File: config.mk
export PLATFORM = sky130hd
export DESIGN_NAME = gshare_ctrl
export DESIGN_NICKNAME = d
export VERILOG_FILES = /design/src/rtl/gshare_ctrl.sv
export SDC_FILE = /design/constraint.sdc
export NUM_CORES = 1
export LEC_CHECK = 0
export ABC_AREA = 1
export ABC_CLOCK_PERIOD_IN_PS = 11600
export BUFFER_PORTS_ARGS = -buffer_cell sky130_fd_sc_hd__buf_2
export CORE_ASPECT_RATIO = 0.5
export CORE_MARGIN = 1
export CORE_UTILIZATION = 45
export CTS_CLUSTER_SIZE = 25
export DETAILED_ROUTE_END_ITERATION = 16
export PLACE_DENSITY_LB_ADDON = 0.08
export REMOVE_ABC_BUFFERS = 1
export SETUP_SLACK_MARGIN = 0.02
export SYNTH_ARGS = -nofsm -noshare
export SYNTH_HDL_FRONTEND = slang
export SYNTH_SLANG_ARGS = --single-unit
File: constraint.sdc
create_clock -name clk_i -period 11.6 [get_ports clk_i]
set_clock_uncertainty 0.1 [all_clocks]
set_input_delay 2.32 -clock clk_i [delete_from_list [all_inputs] [get_ports clk_i]]
set_output_delay 2.32 -clock clk_i [all_outputs]
set_load 0.005 [all_outputs]
File: src/rtl/gshare_ctrl.sv
// Gshare branch-direction predictor: 2-bit counter table indexed by PC xor global history.
// Optional `GSHARE_FLUSH_EN adds flush_i, which clears history and re-sweeps the table.
module gshare_ctrl #(
  parameter int INDEX_WIDTH = 6,
  parameter int GHR_WIDTH   = 6
) (
  input  logic                   clk_i,
  input  logic                   rst_i,
  input  logic                   lookup_valid_i,
  input  logic [31:0]            lookup_pc_i,
  output logic                   lookup_ready_o,
  output logic                   pred_valid_o,
  output logic                   pred_taken_o,
  output logic [INDEX_WIDTH-1:0] pred_index_o,
  input  logic                   update_valid_i,
  input  logic [INDEX_WIDTH-1:0] update_index_i,
  input  logic                   update_taken_i,
  output logic                   update_ready_o,
  output logic [GHR_WIDTH-1:0]   ghr_o
`ifdef GSHARE_FLUSH_EN
  ,
  input  logic                   flush_i
`endif
);

  localparam int ENTRIES = 1 << INDEX_WIDTH;

  localparam logic [1:0] S_INIT   = 2'd0;
  localparam logic [1:0] S_IDLE   = 2'd1;
  localparam logic [1:0] S_UPD_WR = 2'd2;

  function automatic logic [1:0] sat_step(input logic [1:0] cnt, input logic taken);
    if (taken) return (cnt == 2'd3) ? 2'd3 : cnt + 2'd1;
    else       return (cnt == 2'd0) ? 2'd0 : cnt - 2'd1;
  endfunction

  logic [1:0]             state_q;
  logic [INDEX_WIDTH-1:0] sweep_q;
  logic [INDEX_WIDTH-1:0] upd_idx_p0;
  logic                   upd_taken_p0;
  logic [1:0]             upd_cnt_p0;
  logic [1:0]             tbl [ENTRIES];

  logic                   flush;
  logic                   upd_acc;
  logic                   lk_acc;
  logic [INDEX_WIDTH-1:0] ghr_ext;
  logic [INDEX_WIDTH-1:0] lk_idx;
  logic                   tbl_we;
  logic [INDEX_WIDTH-1:0] tbl_wa;
  logic [1:0]             tbl_wd;
  logic                   unused_pc;

`ifdef GSHARE_FLUSH_EN
  assign flush = flush_i && (state_q != S_INIT);
`else
  assign flush = 1'b0;
`endif

  assign unused_pc = ^{lookup_pc_i[31:INDEX_WIDTH+2], lookup_pc_i[1:0]};

  // Update has fixed priority over lookup; flush overrides both.
  assign update_ready_o = (state_q == S_IDLE) && !flush;
  assign lookup_ready_o = (state_q == S_IDLE) && !flush && !update_valid_i;
  assign upd_acc        = update_ready_o && update_valid_i;
  assign lk_acc         = lookup_ready_o && lookup_valid_i;

  always_comb begin
    ghr_ext = '0;
    ghr_ext[GHR_WIDTH-1:0] = ghr_o;
  end

  assign lk_idx = lookup_pc_i[INDEX_WIDTH+1:2] ^ ghr_ext;

  // Single write port: either the init sweep or the update write-back.
  always_comb begin
    tbl_we = 1'b0;
    tbl_wa = sweep_q;
    tbl_wd = 2'd1;
    if (rst_i && !flush) begin
      if (state_q == S_INIT) begin
        tbl_we = 1'b1;
      end else if (state_q == S_UPD_WR) begin
        tbl_we = 1'b1;
        tbl_wa = upd_idx_p0;
        tbl_wd = sat_step(upd_cnt_p0, upd_taken_p0);
      end
    end
  end

  always_ff @(posedge clk_i) begin
    if (tbl_we) tbl[tbl_wa] <= tbl_wd;
  end

  // Stage p0: counter read and update capture on acceptance.
  always_ff @(posedge clk_i) begin
    if (upd_acc) begin
      upd_cnt_p0   <= tbl[update_index_i];
      upd_idx_p0   <= update_index_i;
      upd_taken_p0 <= update_taken_i;
    end
  end

  always_ff @(posedge clk_i) begin
    if (!rst_i) begin
      state_q      <= S_INIT;
      sweep_q      <= '0;
      ghr_o        <= '0;
      pred_valid_o <= 1'b0;
      pred_taken_o <= 1'b0;
      pred_index_o <= '0;
    end else if (flush) begin
      state_q      <= S_INIT;
      sweep_q      <= '0;
      ghr_o        <= '0;
      pred_valid_o <= 1'b0;
    end else begin
      pred_valid_o <= lk_acc;
      if (lk_acc) begin
        pred_taken_o <= tbl[lk_idx][1];
        pred_index_o <= lk_idx;
      end
      case (state_q)
        S_INIT: begin
          sweep_q <= sweep_q + 1'b1;
          if (sweep_q == INDEX_WIDTH'(ENTRIES - 1)) state_q <= S_IDLE;
        end
        S_IDLE: begin
          if (upd_acc) state_q <= S_UPD_WR;
        end
        S_UPD_WR: begin
          ghr_o   <= {ghr_o[GHR_WIDTH-2:0], upd_taken_p0};
          state_q <= S_IDLE;
        end
        default: state_q <= S_INIT;
      endcase
    end
  end

endmodule

==> results of run 1 <==
[cells in the final DEF (no fill, tap or decap), types with 2 or more instances in the layout]
cell type,count
sky130_fd_sc_hd__o211ai_1,9
sky130_fd_sc_hd__nand3_2,3
sky130_fd_sc_hd__o22ai_1,23
sky130_fd_sc_hd__xnor2_1,3
sky130_fd_sc_hd__nor3_1,10
sky130_fd_sc_hd__dfxtp_1,22
sky130_fd_sc_hd__clkinvlp_4,6
sky130_fd_sc_hd__nand4_2,3
sky130_fd_sc_hd__edfxtp_1,137
sky130_fd_sc_hd__o21ai_0,97
sky130_fd_sc_hd__buf_4,10
sky130_fd_sc_hd__nor2_1,142
sky130_fd_sc_hd__nor4_1,5
sky130_fd_sc_hd__nand4_1,4
sky130_fd_sc_hd__buf_2,32
sky130_fd_sc_hd__inv_1,50
sky130_fd_sc_hd__clkbuf_1,2
sky130_fd_sc_hd__inv_2,4
sky130_fd_sc_hd__o21ai_2,3
sky130_fd_sc_hd__a21oi_1,28
sky130_fd_sc_hd__nand3_1,66
sky130_fd_sc_hd__nand2_1,108
sky130_fd_sc_hd__clkbuf_16,17
sky130_fd_sc_hd__inv_6,3
sky130_fd_sc_hd__nor2_4,2
sky130_fd_sc_hd__o21ai_1,2
sky130_fd_sc_hd__xnor2_2,2
sky130_fd_sc_hd__clkinv_1,3
[layer usage]
metal,GRT usage [%],up-vias,wire (microns)
met5,0,-,0
met4,8.40,0,274
met3,6.66,33,1920
met2,39.3,260,9200
met1,36.6,2781,9470
li1,-,2752,-
[stage by stage]
stage               std cells  instance area [sq um]  power, uW  utilization [%]  setup WS, ns
floorplan                 735                   7280        675                -          5.47
global placement          998                   7820        712             49.5          5.78
CTS                      1030                   8360       1230             53.0          6.19
detailed placement        998                   7820        712             49.5          5.75
global route             1030                   8360       1270             53.0          5.98
finish                   1030                   8360       1230             53.0          6.20
[logic make-up (layout without fill, tap and decap cells)]
group / count (synthesis) / after routing / synth area share (%)
simple gates: 348 / 348 / 20.3
compound gates: 167 / 167 / 12.4
flops: 159 / 159 / 61.1
buf+inv: 90 / 128 / 5.08
xor+xnor: 6 / 6 / 1.01
fa+ha+maj: 1 / 1 / 0.168
[worst max-delay path by stage]
stage,startpoint,end,slack (ns),cells after the start
2_1_floorplan,rst_i,tbl[0][1],5.47,4
3_3_place_gp,rst_i,tbl[50][1],5.78,7
3_5_place_dp,rst_i,tbl[50][1],5.75,7
4_1_cts,rst_i,tbl[50][1],6.19,7
5_1_grt,rst_i,tbl[50][0],5.98,7
6_report,rst_i,tbl[46][0],6.20,7
[report_power, final]
part           internal [uW]  total (uW)  switching, uW
Sequential               614         615           1.26
Combinational           23.5        86.2           62.7
Clock                    295         530            235
Total                    932        1230            299
[flip-flops by register name (all words and copies together) (netlist names)]
signal / count
ghr_o: 6
pred_index_o: 6
pred_taken_o: 1
pred_valid_o: 1
state_q: 2
sweep_q: 6
tbl: 128
upd_cnt_p0: 2
upd_idx_p0: 6
upd_taken_p0: 1
[worst register-to-register path: stages, from the launching register on]
cell and delay [ns]:
sky130_fd_sc_hd__dfxtp_1 0.37, sky130_fd_sc_hd__nor2_4 0.38, sky130_fd_sc_hd__nand2_2 0.31, sky130_fd_sc_hd__o21ai_1 0.80, sky130_fd_sc_hd__nand4_1 0.80, sky130_fd_sc_hd__nor2_1 0.42
[cell type report]
cell class | instances | area, sq um | share of cell area [%]
timing repair buffer | 42 | 235 | 2.81
tap | 221 | 277 | 3.31
clock buffer | 19 | 433 | 5.18
clock inverter | 13 | 113 | 1.35
multi-input combinational | 522 | 2550 | 30.5
sequential | 159 | 4550 | 54.5
inverter | 54 | 203 | 2.42
==> metrics, run 1 <==
number of instances in the synthesized netlist about 770; register area share after synthesis between 60% and 70%; Die Footprint approximately 17000 sq um; setup slack on the worst flop-to-flop path approximately 8.1 ns; drt drc 0; number of setup buffers added after CTS 0; average routed wire per standard cell between 20 and 25 microns; total I/O pin count between 50 and 60; number of nets in the layout between 800 and 900; total buffers and inverters traversed by the critical path 2; worst hold-check path type reg2reg; hold buffer count at cts 0; Setup-failing EPs final 0; clock input transition at the sequential cells of the worst setup and hold paths about 0.060 ns; number of DRC markers after the initial detailed-route iteration between 500 and 600; CP cell instances buf_2 -> inv_2 -> nor2_4 -> nand2_2 -> o21ai_1 -> nand4_1 -> nor2_1; leakage power of the design roughly 0.0032 uW; routed wire length approximately 21000 microns; total standard cell area after synthesis around 7500 sq um; number of vias per cell after detailed routing 5.66; hold violation count in the final report 0; library cell with the largest summed area after synthesis sky130_fd_sc_hd__edfxtp_1; Hold Startpoint sweep_q[3]; Area growth syn-to-layout 12.1%; Critical R2R Launch state_q[0]; cell at the root of the clock tree sky130_fd_sc_hd__clkbuf_16; family of cells with the greatest summed delay on the critical path simple AND/OR/NAND/NOR gates; crit start category input pin; Avg Synthesized Cell Area ~9.7 sq um; Power Density roughly 150 nW/um^2; maximum net fanout on the critical path 16; via count a little under 6000; number of H-tree levels 4; crit path time final 5.40 ns; highest ir drop seen on vdd 0.0967 mV; count of standard-cell rows 32; critical path's largest stage delay 0.80 ns; antenna-violating nets left 0; number of cells on the worst reg-to-reg path 5; arrival time at the worst endpoint 5.41 ns; global-route wire length before repair about 32000 microns; number of antenna violations at the first check in global routing 0; number of unique standard cell types used by synthesis 37; Worst slew margin roughly 20%; library cell with the highest instance count after synthesis sky130_fd_sc_hd__nor2_1; cell types with the largest area share after synthesis sky130_fd_sc_hd__edfxtp_1, sky130_fd_sc_hd__nor2_1, sky130_fd_sc_hd__o21ai_0, sky130_fd_sc_hd__dfxtp_1, sky130_fd_sc_hd__nand2_1; unrepaired setup endpoints after global routing false; worst hold path cell count 2; antenna diode instance count 0; commonest cells in the synthesized netlist sky130_fd_sc_hd__nor2_1, sky130_fd_sc_hd__edfxtp_1, sky130_fd_sc_hd__nand2_1; maximum buffer depth of the clock tree 2; core area 15800 sq um; first drt pass iteration count 5; most frequently used flop master after synthesis sky130_fd_sc_hd__edfxtp_1; number of clock sinks approximately 160; die boundary width between 150 and 200 microns; capture point of the worst reg-to-reg path tbl[46][0]; share of Yosys cell area claimed by the top area cell type a little under three fifths; hold path endpoint sweep_q[3]; vertical extent of the die roughly 93 microns; Ys Warns 0; Starting Density between 40% and 50%; category of the critical setup timing path in2reg; Slowest cell on crit path sky130_fd_sc_hd__o21ai_1; number of gates resized after CTS 0; Worst Max-Slew Pin Slew 1.21 ns; total CTS buffers 17; fraction of layout cells with a size suffix above 1 around 12%; part of the cycle the worst path needs between 40% and 50%; CTS tree done; peak clock frequency supported by timing ~190 MHz; final hold slack around 0.40 ns; number of storage elements in the synthesis netlist between 150 and 200; Total GRT Usage approximately a quarter; critical path required time ~12 ns; Final Max Tran Viols 0; detailed placer's ending HPWL around 12000 microns; run status completed; async set-or-reset flop fraction in the synthesized netlist 0%; max-capacitance violation count 0; pin count of the biggest net entering global routing 74; Filler Cell Count ~1500; crit path capture type flop; grt total ovfl 0; count of flip-flops with a built-in enable after synthesis between 100 and 150; Sum Neg Setup Slack 0 ns; RePlAce Congestion approximately 0.81; clock latency at the later pin of the worst-skew pair 0.44 ns; vias in the first global route about 5600; count of input and output buffers 32
(Power assumes the default switching activity.)
==> run 2: changes to the inputs <==
ABC_CLOCK_PERIOD_IN_PS = 4700   (was 11600)
clock period = 4.7 ns   (was 11.6 ns; I/O delays follow)
==> metrics, run 2 (synthesized netlist as in run 1, its figures left out) <==
run status completed; critical path's largest stage delay 0.78 ns (-0.02 ns); hold violation count in the final report 0 (unchanged); cell at the root of the clock tree sky130_fd_sc_hd__clkbuf_16; family of cells with the greatest summed delay on the critical path simple AND/OR/NAND/NOR gates; Die Footprint 17100 sq um (unchanged); cell area after placement 7860 sq um (+0.58%); Worst Max-Slew Pin Slew 1.19 ns (-0.0178 ns); Most flops, register tbl; vertical extent of the die 93.0 microns (unchanged); crit start category input pin; final standard cell area without fillers 8430 sq um (+0.82%); critical path required time 4.72 ns (-6.89 ns); number of setup buffers added after CTS 0 (unchanged); Worst slew margin 20.8% (+1.2 points); Setup-failing EPs final 0 (unchanged); number of gates resized after CTS 0 (unchanged); highest ir drop seen on vdd 0.236 mV (+140%); worst hold-check path type reg2reg; drt drc 0 (unchanged); antenna diode instance count 0 (unchanged); via count 5892 (+1.1%); leading cell types in the layout, fill and taps excluded sky130_fd_sc_hd__nor2_1, sky130_fd_sc_hd__edfxtp_1, sky130_fd_sc_hd__nand2_1; count of standard-cell rows 32 (unchanged); detailed placer's ending HPWL 13000 microns (+5.0%); number of nets in the layout 846 (+0.71%); max-capacitance violation count 0 (unchanged); Final Max Tran Viols 0 (unchanged); count of input and output buffers 32 (unchanged); placed cell count 1004 (+0.60%); number of antenna violations at the first check in global routing 0 (unchanged); core area 15800 sq um (unchanged); arrival time at the worst endpoint 3.31 ns (-2.10 ns); Slowest cell on crit path sky130_fd_sc_hd__o21ai_1; Power Density 369 nW/um^2 (+150%); number of DRC markers after the initial detailed-route iteration 665 (+14%); setup slack on the worst flop-to-flop path 1.94 ns (-6.17 ns); number of vias per cell after detailed routing 5.69 (+0.64%); number of cells on the worst reg-to-reg path 12 (+7); die boundary width 184 microns (unchanged); final core utilization 53.4% (+0.44 points); grt total ovfl 0 (unchanged); CP cell instances buf_2 -> inv_2 -> nor2_4 -> nand2_2 -> o21ai_1 -> nand4_2 -> nor2_1; Cell Count, Final, Fillers Out 1035 (+0.49%); number of clock sinks 159 (unchanged); global-route wire length before repair 32100 microns (+0.45%); Area growth syn-to-layout 13.0%; part of the cycle the worst path needs 70.0%; pin count of the biggest net entering global routing 74 (unchanged); hold buffer count at cts 0 (unchanged); fraction of layout cells with a size suffix above 1 12.3% (+0.67 points); crit path time final approximately 3.3 ns; launching element of the worst setup path rst_i; number of H-tree levels 4 (unchanged); final worst setup slack 1.41 ns (-4.79 ns); Total GRT Usage 26.1% (+0.12 points); Sum Neg Setup Slack 0 ns (unchanged); routed wire length 21200 microns (+1.8%); total buffers and inverters traversed by the critical path 2 (unchanged); RePlAce Congestion 0.861 (+5.7%); capture point of the worst reg-to-reg path pred_taken_o; maximum buffer depth of the clock tree 2 (unchanged); CP Capture Point tbl[43][0]; post-placement worst setup slack 0.974 ns (-4.78 ns); maximum net fanout on the critical path 16 (unchanged); total I/O pin count 59 (unchanged); crit path capture type flop; number of flip-flops under the largest register name 128 (unchanged); vias in the first global route 5528 (-0.70%); Starting Density 47.3% (unchanged); category of the critical setup timing path in2reg; Critical R2R Launch ghr_o[0]; leakage power of the design 0.00325 uW (+1.7%); first drt pass iteration count 5 (unchanged); clock latency at the later pin of the worst-skew pair 0.43 ns (about the same); critical path depth in cells 7 (unchanged); most common cell after layout, fill and taps aside sky130_fd_sc_hd__nor2_1; peak clock frequency supported by timing between 300 and 400 MHz; clock input transition at the sequential cells of the worst setup and hold paths 0.07 ns (about the same); total CTS buffers 17 (unchanged); CTS tree done; antenna-violating nets left 0 (unchanged); unrepaired setup endpoints after global routing false; average routed wire per standard cell 20.5 microns (+1.3%)
[run 2: cell types whose count changed in the layout (fill, tap and decap cells not counted)]
cell | before | now
sky130_fd_sc_hd__clkinv_1 | 3 | 2
sky130_fd_sc_hd__buf_4 | 10 | 16
sky130_fd_sc_hd__bufinv_16 | 1 | 2
sky130_fd_sc_hd__clkinvlp_4 | 6 | 1
sky130_fd_sc_hd__clkinv_4 | 0 | 4
[run 2: layout make-up]
| type | count | area [sq um] |
|---|---|---|
| clock buffer | 19 | 433 |
| clock inverter | 12 | 136 |
| fill | 1452 | 7350 |
| inverter | 54 | 203 |
| multi-input combinational | 522 | 2550 |
| sequential | 159 | 4550 |
| tap | 221 | 277 |
| timing repair buffer | 48 | 280 |
[run 2: metrics by stage]
step           total power [uW]  hold WS, ns
2_1_floorplan              1670        0.362
3_3_place_gp               1760        0.387
3_5_place_dp               1760        0.384
4_1_cts                    3110        0.392
5_1_grt                    3180        0.417
6_report                   3110        0.396
[run 2: worst min-delay path by stage]
stage,cells past startpoint,startpoint,to
finish,2,pred_index_o[0],pred_index_o[0]
global placement,2,sweep_q[5],sweep_q[5]
floorplan,2,sweep_q[5],sweep_q[5]
CTS,2,pred_index_o[0],pred_index_o[0]
detailed placement,2,pred_index_o[0],pred_index_o[0]
global route,2,pred_index_o[0],pred_index_o[0]
[run 2: per-layer routing]
layer  up-vias  GRT usage [%]  part of all wire (%)
li1       2773              -                     -
met5         -              0                     0
met1      2860           37.8                    46
met2       240           39.8                    45
met4         0           7.29                  0.96
met3        19           5.26                   8.4
[run 2: worst reg2reg max path: stages, from the launching register on]
cell,delay (ns)
sky130_fd_sc_hd__dfxtp_1,0.39
sky130_fd_sc_hd__inv_1,0.11
sky130_fd_sc_hd__nand2_1,0.21
sky130_fd_sc_hd__nand2_1,0.72
sky130_fd_sc_hd__buf_4,0.45
sky130_fd_sc_hd__nand2_1,0.06
sky130_fd_sc_hd__nand3_1,0.06
sky130_fd_sc_hd__nand3_1,0.14
sky130_fd_sc_hd__nand3_1,0.08
sky130_fd_sc_hd__nand3_1,0.11
sky130_fd_sc_hd__nand3_1,0.09
sky130_fd_sc_hd__nand2_1,0.08
sky130_fd_sc_hd__a21oi_1,0.06
[run 2: power by group]
group,internal [uW],total (uW),switching [uW]
clock network,784,1370,587
logic,60.8,219,158
registers,1520,1520,3.19
